<file path="config.mk">
export PLATFORM = sky130hd
export DESIGN_NAME = game_round_ctrl_flat
export DESIGN_NICKNAME = d
export VERILOG_FILES = /design/src/rtl/game_round_ctrl_pkg.sv /design/src/rtl/game_round_ctrl_if.sv /design/src/rtl/game_round_ctrl_sec_tick_gen.sv /design/src/rtl/game_round_ctrl.sv /design/src/flat_wrapper.sv
export SDC_FILE = /design/constraint.sdc
export NUM_CORES = 1
export LEC_CHECK = 0
export CORE_ASPECT_RATIO = 0.75
export CORE_MARGIN = 2
export CORE_UTILIZATION = 29
export CTS_BUF_LIST = sky130_fd_sc_hd__clkbuf_4 sky130_fd_sc_hd__clkbuf_8
export CTS_CLUSTER_SIZE = 28
export DETAILED_ROUTE_END_ITERATION = 10
export PLACE_DENSITY = 0.43
export SETUP_SLACK_MARGIN = 0.5
export SLEW_MARGIN = 30
export SYNTH_ARGS = -nofsm -noshare
export SYNTH_HDL_FRONTEND = slang
export SYNTH_HIERARCHICAL = 1
export SYNTH_SLANG_ARGS = --single-unit
</file>
<file path="constraint.sdc">
create_clock -name clkIn -period 7.2 [get_ports clkIn]
set_input_delay 1.08 -clock clkIn [delete_from_list [all_inputs] [get_ports clkIn]]
set_output_delay 1.08 -clock clkIn [all_outputs]
set_load 0.01 [all_outputs]
</file>
<file path="src/rtl/game_round_ctrl_pkg.sv">
// Shared state encoding and helpers for the game round sequencer and its display consumers.
package game_round_ctrl_pkg;

    localparam int STATE_W = 2;

    typedef enum logic [STATE_W-1:0] {
        ST_IDLE     = 2'd0,
        ST_PRESTART = 2'd1,
        ST_PLAY     = 2'd2,
        ST_OVER     = 2'd3
    } state_e;

    // The second divider only runs in the two timed phases.
    function automatic logic timed_phase(state_e s);
        return (s == ST_PRESTART) || (s == ST_PLAY);
    endfunction

endpackage

</file>
<file path="src/rtl/game_round_ctrl_if.sv">
// Button/sensor inputs and display/score outputs of the round sequencer.
// Optional pause signals exist only when GAME_PAUSE_EN is defined.
interface game_round_ctrl_if #(
    parameter int SCORE_W = 6
);
    import game_round_ctrl_pkg::*;

    logic               start_btn;
    logic               score_evt;
    logic [STATE_W-1:0] state;
    logic               game_active;
    logic               sec_tick;
    logic [1:0]         prestart_left;
    logic [5:0]         time_left;
    logic [SCORE_W-1:0] score;
    logic [SCORE_W-1:0] high_score;
    logic               timer_expired;
`ifdef GAME_PAUSE_EN
    logic               pause_btn;
    logic               paused;

    modport master (
        output start_btn, score_evt, pause_btn,
        input  state, game_active, paused, sec_tick, prestart_left, time_left,
               score, high_score, timer_expired
    );
    modport slave (
        input  start_btn, score_evt, pause_btn,
        output state, game_active, paused, sec_tick, prestart_left, time_left,
               score, high_score, timer_expired
    );
`else
    modport master (
        output start_btn, score_evt,
        input  state, game_active, sec_tick, prestart_left, time_left,
               score, high_score, timer_expired
    );
    modport slave (
        input  start_btn, score_evt,
        output state, game_active, sec_tick, prestart_left, time_left,
               score, high_score, timer_expired
    );
`endif
endinterface

</file>
<file path="src/rtl/game_round_ctrl_sec_tick_gen.sv">
// Game-second divider: counts enabled cycles and pulses tick_o on the last cycle of each second.
module game_round_ctrl_sec_tick_gen #(
    parameter int TICK_DIV = 100_000_000
) (
    input  logic clk_i,
    input  logic rst_i,
    input  logic en_i,
    input  logic clr_i,
    output logic tick_o
);
    localparam int CNT_W = (TICK_DIV > 1) ? $clog2(TICK_DIV) : 1;
    localparam logic [CNT_W-1:0] CNT_MAX = CNT_W'(TICK_DIV - 1);

    logic [CNT_W-1:0] cnt_q;

    // Clear wins over enable so every timed phase starts on a full second.
    always_ff @(posedge clk_i or posedge rst_i) begin
        if (rst_i) begin
            cnt_q <= '0;
        end else if (clr_i) begin
            cnt_q <= '0;
        end else if (en_i) begin
            cnt_q <= (cnt_q == CNT_MAX) ? '0 : cnt_q + 1'b1;
        end
    end

    assign tick_o = en_i && (cnt_q == CNT_MAX);

endmodule

</file>
<file path="src/rtl/game_round_ctrl.sv">
// Round sequencer: start countdown, timed play window, score and session high score.
// Define GAME_PAUSE_EN to add the pause button and paused status.
module game_round_ctrl
    import game_round_ctrl_pkg::*;
#(
    parameter int TICK_DIV      = 100_000_000,
    parameter int ROUND_SECS    = 30,
    parameter int PRESTART_SECS = 3,
    parameter int SCORE_W       = 6
) (
    input  logic             clkIn,
    input  logic             reset,
    game_round_ctrl_if.slave bus
);
    localparam logic [1:0]         PRE_INIT   = 2'(PRESTART_SECS);
    localparam logic [5:0]         ROUND_INIT = 6'(ROUND_SECS);
    localparam logic [SCORE_W-1:0] SCORE_MAX  = '1;

    state_e             state_q;
    logic [1:0]         pre_q;
    logic [5:0]         time_q;
    logic [SCORE_W-1:0] score_q, score_d, high_q;
    logic               exp_q, start_q, evt_q;
    logic               start_rise, evt_rise, frozen, running, tick, enter_run, round_end;

`ifdef GAME_PAUSE_EN
    logic pause_q, paused_q, pause_rise;
    assign pause_rise = bus.pause_btn & ~pause_q;
    assign frozen     = paused_q;
    assign bus.paused = paused_q;
`else
    assign frozen = 1'b0;
`endif

    assign start_rise = bus.start_btn & ~start_q;
    assign evt_rise   = bus.score_evt & ~evt_q;
    assign running    = timed_phase(state_q) && !frozen;
    assign round_end  = tick && (state_q == ST_PLAY) && (time_q == 6'd1);
    assign enter_run  = (start_rise && (state_q == ST_IDLE || state_q == ST_OVER))
                     || (tick && (state_q == ST_PRESTART) && (pre_q == 2'd1));

    // Includes a point landing on the final tick so high score sees it.
    assign score_d = (state_q == ST_PLAY && !frozen && evt_rise && score_q != SCORE_MAX)
                   ? score_q + 1'b1 : score_q;

    game_round_ctrl_sec_tick_gen #(.TICK_DIV(TICK_DIV)) u_tick (
        .clk_i  (clkIn),
        .rst_i  (reset),
        .en_i   (running),
        .clr_i  (enter_run),
        .tick_o (tick)
    );

    always_ff @(posedge clkIn or posedge reset) begin
        if (reset) begin
            state_q  <= ST_IDLE;
            pre_q    <= '0;
            time_q   <= '0;
            score_q  <= '0;
            high_q   <= '0;
            exp_q    <= 1'b0;
            start_q  <= 1'b0;
            evt_q    <= 1'b0;
`ifdef GAME_PAUSE_EN
            pause_q  <= 1'b0;
            paused_q <= 1'b0;
`endif
        end else begin
            start_q <= bus.start_btn;
            evt_q   <= bus.score_evt;
            exp_q   <= 1'b0;
            case (state_q)
                ST_IDLE, ST_OVER: begin
                    if (start_rise) begin
                        score_q <= '0;
                        if (PRESTART_SECS == 0) begin
                            state_q <= ST_PLAY;
                            time_q  <= ROUND_INIT;
                        end else begin
                            state_q <= ST_PRESTART;
                            pre_q   <= PRE_INIT;
                        end
                    end
                end
                ST_PRESTART: begin
                    if (tick) begin
                        pre_q <= pre_q - 2'd1;
                        if (pre_q == 2'd1) begin
                            state_q <= ST_PLAY;
                            time_q  <= ROUND_INIT;
                        end
                    end
                end
                ST_PLAY: begin
                    score_q <= score_d;
                    if (tick) time_q <= time_q - 6'd1;
                    if (round_end) begin
                        state_q <= ST_OVER;
                        exp_q   <= 1'b1;
                        if (score_d > high_q) high_q <= score_d;
                    end
                end
            endcase
`ifdef GAME_PAUSE_EN
            pause_q <= bus.pause_btn;
            if (state_q != ST_PLAY || round_end) paused_q <= 1'b0;
            else if (pause_rise)                 paused_q <= ~paused_q;
`endif
        end
    end

    assign bus.state         = state_q;
    assign bus.game_active   = (state_q == ST_PLAY) && !frozen;
    assign bus.sec_tick      = tick;
    assign bus.prestart_left = pre_q;
    assign bus.time_left     = time_q;
    assign bus.score         = score_q;
    assign bus.high_score    = high_q;
    assign bus.timer_expired = exp_q;

endmodule

</file>
<file path="src/flat_wrapper.sv">
// flat-port wrapper written by rule: the top's interface ports become plain ports
module game_round_ctrl_flat import game_round_ctrl_pkg::*;
#(
    parameter int TICK_DIV      = 100_000_000,
    parameter int ROUND_SECS    = 30,
    parameter int PRESTART_SECS = 3,
    parameter int SCORE_W       = 6
)
  (clkIn, reset, bus_start_btn, bus_score_evt, bus_state, bus_game_active, bus_sec_tick, bus_prestart_left, bus_time_left, bus_score, bus_high_score, bus_timer_expired);
  game_round_ctrl_if #(.SCORE_W(SCORE_W)) bus_i ();
  input  logic clkIn;
  input  logic reset;
  input wire logic [$bits(bus_i.start_btn)-1:0] bus_start_btn;
  input wire logic [$bits(bus_i.score_evt)-1:0] bus_score_evt;
  output wire logic [$bits(bus_i.state)-1:0] bus_state;
  output wire logic [$bits(bus_i.game_active)-1:0] bus_game_active;
  output wire logic [$bits(bus_i.sec_tick)-1:0] bus_sec_tick;
  output wire logic [$bits(bus_i.prestart_left)-1:0] bus_prestart_left;
  output wire logic [$bits(bus_i.time_left)-1:0] bus_time_left;
  output wire logic [$bits(bus_i.score)-1:0] bus_score;
  output wire logic [$bits(bus_i.high_score)-1:0] bus_high_score;
  output wire logic [$bits(bus_i.timer_expired)-1:0] bus_timer_expired;
  assign bus_i.start_btn = bus_start_btn;
  assign bus_i.score_evt = bus_score_evt;
  assign bus_state = bus_i.state;
  assign bus_game_active = bus_i.game_active;
  assign bus_sec_tick = bus_i.sec_tick;
  assign bus_prestart_left = bus_i.prestart_left;
  assign bus_time_left = bus_i.time_left;
  assign bus_score = bus_i.score;
  assign bus_high_score = bus_i.high_score;
  assign bus_timer_expired = bus_i.timer_expired;
  game_round_ctrl #(.TICK_DIV(TICK_DIV), .ROUND_SECS(ROUND_SECS), .PRESTART_SECS(PRESTART_SECS), .SCORE_W(SCORE_W)) u_core (.clkIn(clkIn), .reset(reset), .bus(bus_i));
endmodule
</file>
Yosys cells after proc, flatten, opt, wreduce, memory -nomap -nowiden --
Index checks and enable logic that the tools add are counted.
Cells by class: $mul 0, order comparisons 1, $add $sub $neg 4, muxes and demuxes 20, reductions and logical operators 22, bitwise operators 4, div/mod/pow operators 0, eq/ne operators 12, shift-type cells 0
Operator list (number):
- $mux W27 | 3
- $mux W6 | 5
- $add A27 B1 Y27 const B | 1
- $eq A27 B27 Y1 const B | 1
- $pmux W6 S2 | 2
- $mux W2 | 6
- $logic_and A1 B1 Y1 | 8
- $ne A2 B1 Y1 const B | 4
- $reduce_and A4 Y1 | 2
- $reduce_bool A2 Y1 | 4
- $add A6 B1 Y6 const B | 1
- $eq A6 B1 Y1 const B | 1
- $gt A6 B6 Y1 | 1
- $ne A6 B6 Y1 const B | 1
- $pmux W2 S3 | 1
- $reduce_and A3 Y1 | 2
- $sub A6 B1 Y6 const B | 1
- $eq A2 B1 Y1 const B | 2
- $eq A2 B2 Y1 const B | 2
- $pmux W2 S2 | 1
- $logic_or A1 B1 Y1 | 3
- $and A1 B1 Y1 | 2
- $logic_not A2 Y1 | 1
- $mux W1 | 2
- other kinds (5) | 6
Word-level totals: output and inout port bits 25, flip-flop bits (word level) 52, input bits 4, bits in latches 0, logic and storage cells 72, memories kept 0, memory bits (read-only) 0, bits in writable memories 0

Depth between registers and ports, before layout --
depth in word-level cells 7, gate-level depth with buffers 12, mapped depth without buffers 11

Hierarchy --
Netlist, hierarchy kept.
By module, submodules not included:
- game_round_ctrl_sec_tick_gen | times used 1, cells each 176, area each 1644.1 µm²
- game_round_ctrl | times used 1, cells each 150, area each 1510.2 µm²

Worst setup path before layout --
OpenSTA, ideal clock, no wires.
kind flip-flop to flip-flop, start point reg u_core.state_q[0] (netlist: u_core/bus.state[0]), end point reg u_core.u_tick.cnt_q[19], stages on the path, launching flop included 13, required time 7122 ps, arrival 3429 ps, buffers on the path 1, setup time 78 ps, period minus slack after synthesis 3507 ps, setup slack 3693 ps, cells stage by stage dfrtp_1 inv_1 ha_1 inv_1 clkinv_1 nor3_1 nand3_1 nand2_1 o2111ai_4 or3_1 buf_6 or4_1 a21oi_1
Between the ends: cells in the longest elaborated chain, start to end 7, elaborated cells on any way between the ends 13, those cells by class 3 x eq/ne; 1 x mux; 9 x reduce/logical
RTL lines:
- start, declared | line game_round_ctrl.sv:19 | state_e state_q;
- start signal, assigned | line game_round_ctrl.sv:56 | state_q <= ST_IDLE;
- start signal, assigned | line game_round_ctrl.sv:77 | state_q <= ST_PLAY;
- start signal, assigned | line game_round_ctrl.sv:80 | state_q <= ST_PRESTART;
- $eq A2 B1 Y1 / $eq A2 B2 Y1 (equally long branches) | line game_round_ctrl_pkg.sv:15 | return (s == ST_PRESTART) || (s == ST_PLAY);
- $logic_or A1 B1 Y1 (*) | line game_round_ctrl_pkg.sv:15
- via u_core.running | line game_round_ctrl.sv:24 | logic start_rise, evt_rise, frozen, running, tick, enter_run, round_end;
- $logic_and A1 B1 Y1 (*) | line game_round_ctrl_sec_tick_gen.sv:27 | assign tick_o = en_i && (cnt_q == CNT_MAX);
- via bus_sec_tick | line flat_wrapper.sv:17 | output wire logic [$bits(bus_i.sec_tick)-1:0] bus_sec_tick;
- $logic_and A1 B1 Y1 (*) (2 in series) | line game_round_ctrl.sv:40 | || (tick && (state_q == ST_PRESTART) && (pre_q == 2'd1));
- $logic_or A1 B1 Y1 (*) | line game_round_ctrl.sv:40
- via u_core.enter_run | line game_round_ctrl.sv:24
- $mux W27 / $reduce_bool A2 Y1 (equally long branches)
- end signal, assigned | line game_round_ctrl_sec_tick_gen.sv:23 | cnt_q <= (cnt_q == CNT_MAX) ? '0 : cnt_q + 1'b1;
- end, declared | line game_round_ctrl_sec_tick_gen.sv:14 | logic [CNT_W-1:0] cnt_q;
The timed path passes the listed nets; every way through them passes the cells marked *. A chain may end at the register's enable or synchronous reset.

Final worst setup path --
start point reg u_core.state_q[0] (netlist: u_core/bus.state[0]), end point out bus_sec_tick
Between the ends: cells in the longest elaborated chain, start to end 3, elaborated cells on any way between the ends 4, those cells by class 2 x eq/ne; 2 x reduce/logical
RTL lines (line):
- $eq A2 B1 Y1 / $eq A2 B2 Y1 (equally long branches) | game_round_ctrl_pkg.sv:15
- $logic_or A1 B1 Y1 (*) | game_round_ctrl_pkg.sv:15
- via u_core.running | game_round_ctrl.sv:24
- $logic_and A1 B1 Y1 (*) | game_round_ctrl_sec_tick_gen.sv:27
- end, declared | flat_wrapper.sv:17
Marks and branches as above.

==> results.toml <==
[global_route]
antenna_found_initial = 0
grtUsageTotal = 0.139
grt_max_degree = 28
grt_pass1_vias = 2450
grt_pass1_wl_mm = 13.2
grt.overflow.total = 0

[clock_tree]
hold_buffers = 0
clockBufferDepth = 2
cts_resized = 0
cts_setup_buffers = 0
root_buffer = "clkbuf_8"
clock_latency_ns = 0.31
cts_tree = "built"
numCtsBuffers = 5
cts.sinks = 52
htree_levels = 2
clk_pin_slew_worst_paths_ns = 0.10

[setup_path]
rrSetupSlack_ns = 3.11
startpoint_type = "flip-flop"
end_kind = "primary output"
crit_family = "buffers and inverters"
crit_type = "reg -> out"
crit_arrival_ns = 3.12
crit_required_ns = 6.12
timing.rr.end = "u_core/u_tick/cnt_q[25]$_DFFE_PP0P_"
slowest_delay_ns = 0.56
critPathMaxFanout = 15
cp_cell_sequence = "inv_1 -> ha_1 -> inv_1 -> clkinv_1 -> nor3_1 -> buf_4 -> clkdlybuf4s50_1"
reg2reg_depth = 11
regToRegStartpoint = "u_core/bus.state[0]$_DFFE_PP0P_"
worst_path_max_delay_cell = "clkdlybuf4s50_1"
cpMostUsedCell = "inv_1"
critPathBufInv = 5

[yosys]
synth_edf_count = 0
yosysTopAreaCellShare = 0.413
syn-instance-count = 326
ys_types = 64
synthFlopType = "dfrtp_1"
ys_seq_elements = 52
yosysWarnings = 6
ys_seq_area_frac = 0.413
synth_nets = 344
async_flop_share = 1.00
synth.area.top_cells = "dfrtp_1 (41%), ha_1 (5.6%), nand2_1 (3.5%)"
synth_area_um2 = 3150
syn-mean-instance-area_um2 = 9.68
yosys.area.top_type = "dfrtp_1"

[floorplan]
chipHeight_um = 94.3
io_pins = 29
die_x_um = 124
die_area_um2 = 11700
core.rowCount = 32
initial_utilization = 0.302
core_um2 = 10500

[routing]
drtIter0Drc = 172
vias_per_cell = 5.12
drt-total-wl_mm = 7.70
ant_nets = 0
vias = 2507
first_pass_iters = 4
drc_errors = 0
wl_per_cell_um = 15.7

[power_and_ir_drop]
power.leakage_uw = 0.00146
p_per_area_nw_per_um2 = 247
power_uw = 906
peakVddDrop_uv = 113

[placement]
dp_cells = 482
place.gp.congestion = 0.770
dp.final_hpwl_mm = 5.57
port_buffers = 28
placed_cell_area_um2 = 3570

[min_path]
hp-class = "reg -> reg"
min_to = "u_core/bus.high_score[4]$_DFFE_PP0P_"
min_from = "u_core/bus.high_score[4]$_DFFE_PP0P_"
holdPathStages = 1

[cells_and_area]
finalInstanceArea_um2 = 3670
multi_input_comb_area_um2 = 1710
filler_cell_count = 1074
antenna_cells = 0
finalNonFillerCells = 490
seqCellArea_um2 = 1300
syn2layout_area_growth_pct = 16.3
layout-drive-gt1-share = 0.105
nNetsFinal = 371

[sta]
finalHoldViolations = 0
slew_violations = 0
setup_tns_ns = 0
timing.hold.ws_ns = 0.546
min_period_ns = 4.20
finalSetupViolations = 0
clock.fmax_ghz = 0.238
slew_headroom = 0.425
rsz0062_at_grt = "no"
finClkSkew_ns = 0.0144
worstMarginPinSlew_ns = 0.863
finalCritPeriodShare = 0.583

[outcome]
status = "finished, final reports clean"

[flow_run]
drv_cap = 0
[worst reg2reg max path, delay by kind of cell (launching register included)]
| kind | cells | cell delay, ns |
|---|---|---|
| flops | 1 | 0.40 |
| compound gates | 2 | 0.37 |
| simple gates | 5 | 1.98 |
| buf+inv | 3 | 0.88 |
| fa+ha+maj | 1 | 0.37 |
[routing by layer]
| metal | vias to the layer above | wire length (um) | GRT usage |
|---|---|---|---|
| met1 | 1195 | 4410 | 0.223 |
| met4 | 0 | 38 | 0.0309 |
| met5 | - | 0 | 0 |
| met2 | 43 | 3000 | 0.188 |
| met3 | 2 | 251 | 0.0273 |
| li1 | 1267 | - | - |
[cells in the final DEF (no fill, tap or decap), types with 10 or more instances in the layout]
master,Yosys,layout
dfrtp_1,52,52
nand2_1,29,29
nand3_1,15,15
nand4_1,12,12
clkdlybuf4s50_1,0,28
inv_1,23,22
a21oi_1,15,15
ha_1,14,14
or4_1,10,10
nor2_1,24,24
[cell type report]
type,instances,share of cell area
tap,136,0.0464
clock buffer,7,0.0246
timing repair buffer,30,0.0805
inverter,24,0.0246
sequential,52,0.355
clock inverter,1,0.00205
multi-input combinational,240,0.467
[Yosys cell counts (2+ instances only)]
| cell | count |
|---|---|
| dfrtp_1 | 52 |
| nand2_1 | 29 |
| nor2_1 | 24 |
| inv_1 | 23 |
| a21oi_1 | 15 |
| nand3_1 | 15 |
| ha_1 | 14 |
| nand4_1 | 12 |
| or4_1 | 10 |
| mux2_2 | 9 |
| o21ai_0 | 9 |
| xnor2_1 | 9 |
| o31ai_1 | 7 |
| xor2_1 | 7 |
| o211ai_1 | 6 |
| and3_1 | 5 |
| clkbuf_1 | 5 |
| nor3_1 | 5 |
| nor4_1 | 5 |
| and4_2 | 4 |
| mux2i_1 | 4 |
| a32o_1 | 3 |
| nor2b_1 | 3 |
| or3_1 | 3 |
| a221o_1 | 2 |
| a2bb2oi_1 | 2 |
| and4_1 | 2 |
| clkbuf_2 | 2 |
| nand2b_1 | 2 |
| nand4_2 | 2 |
| nor4b_1 | 2 |
| o311ai_0 | 2 |
[registers in the layout, summed over array words and instances, names as in the netlist]
| signal | flops |
|---|---|
| u_core/bus.high_score | 6 |
| u_core/bus.prestart_left | 2 |
| u_core/bus.score | 6 |
| u_core/bus.state | 2 |
| u_core/bus.time_left | 6 |
| u_core/bus.timer_expired | 1 |
| u_core/evt_q | 1 |
| u_core/start_q | 1 |
| u_core/u_tick/cnt_q | 27 |
[metrics by stage]
step	utilization	setup slack, ns
CTS	0.351	2.95
detailed placement	0.342	3.09
global placement	0.342	3.07
finish	0.351	3.00
floorplan	-	3.69
global route	0.351	2.73
[worst max-delay path by stage]
| stage | to | start | depth (start not counted) | slack, ns |
|---|---|---|---|---|
| after floorplan | u_core/u_tick/cnt_q[19]$_DFFE_PP0P_ | u_core/bus.state[0]$_DFFE_PP0P_ | 12 | 3.69 |
| after global placement | u_core/bus.high_score[3]$_DFFE_PP0P_ | bus_score_evt | 9 | 3.07 |
| after detailed placement | u_core/bus.high_score[3]$_DFFE_PP0P_ | bus_score_evt | 9 | 3.09 |
| after CTS | bus_sec_tick | u_core/bus.state[0]$_DFFE_PP0P_ | 7 | 2.95 |
| after global routing | bus_sec_tick | u_core/bus.state[0]$_DFFE_PP0P_ | 7 | 2.73 |
| final | bus_sec_tick | u_core/bus.state[0]$_DFFE_PP0P_ | 7 | 3.00 |
[kinds of logic (layout without fill, tap and decap cells)]
| family | after synthesis | in the layout | synth area share |
|---|---|---|---|
| and+or+nand+nor | 135 | 135 | 0.246 |
| buffers and inverters | 34 | 62 | 0.0472 |
| adders and majority gates | 14 | 14 | 0.0555 |
| DFF | 52 | 52 | 0.413 |
| muxes | 13 | 13 | 0.0448 |
| xor gates and xnor gates | 16 | 16 | 0.0444 |
| AOI/OAI and AO/OA | 62 | 62 | 0.150 |
[power breakdown]
| part | total, uW | leakage [uW] | switching (uW) | internal [uW] |
|---|---|---|---|---|
| Combinational | 344 | 0.000727 | 209 | 135 |
| Sequential | 378 | 0.000689 | 53.3 | 325 |
| Clock | 184 | 0.0000479 | 102 | 82.3 |
| Total | 906 | 0.00146 | 364 | 542 |
Note: power is estimated with default switching activity, not from simulation.
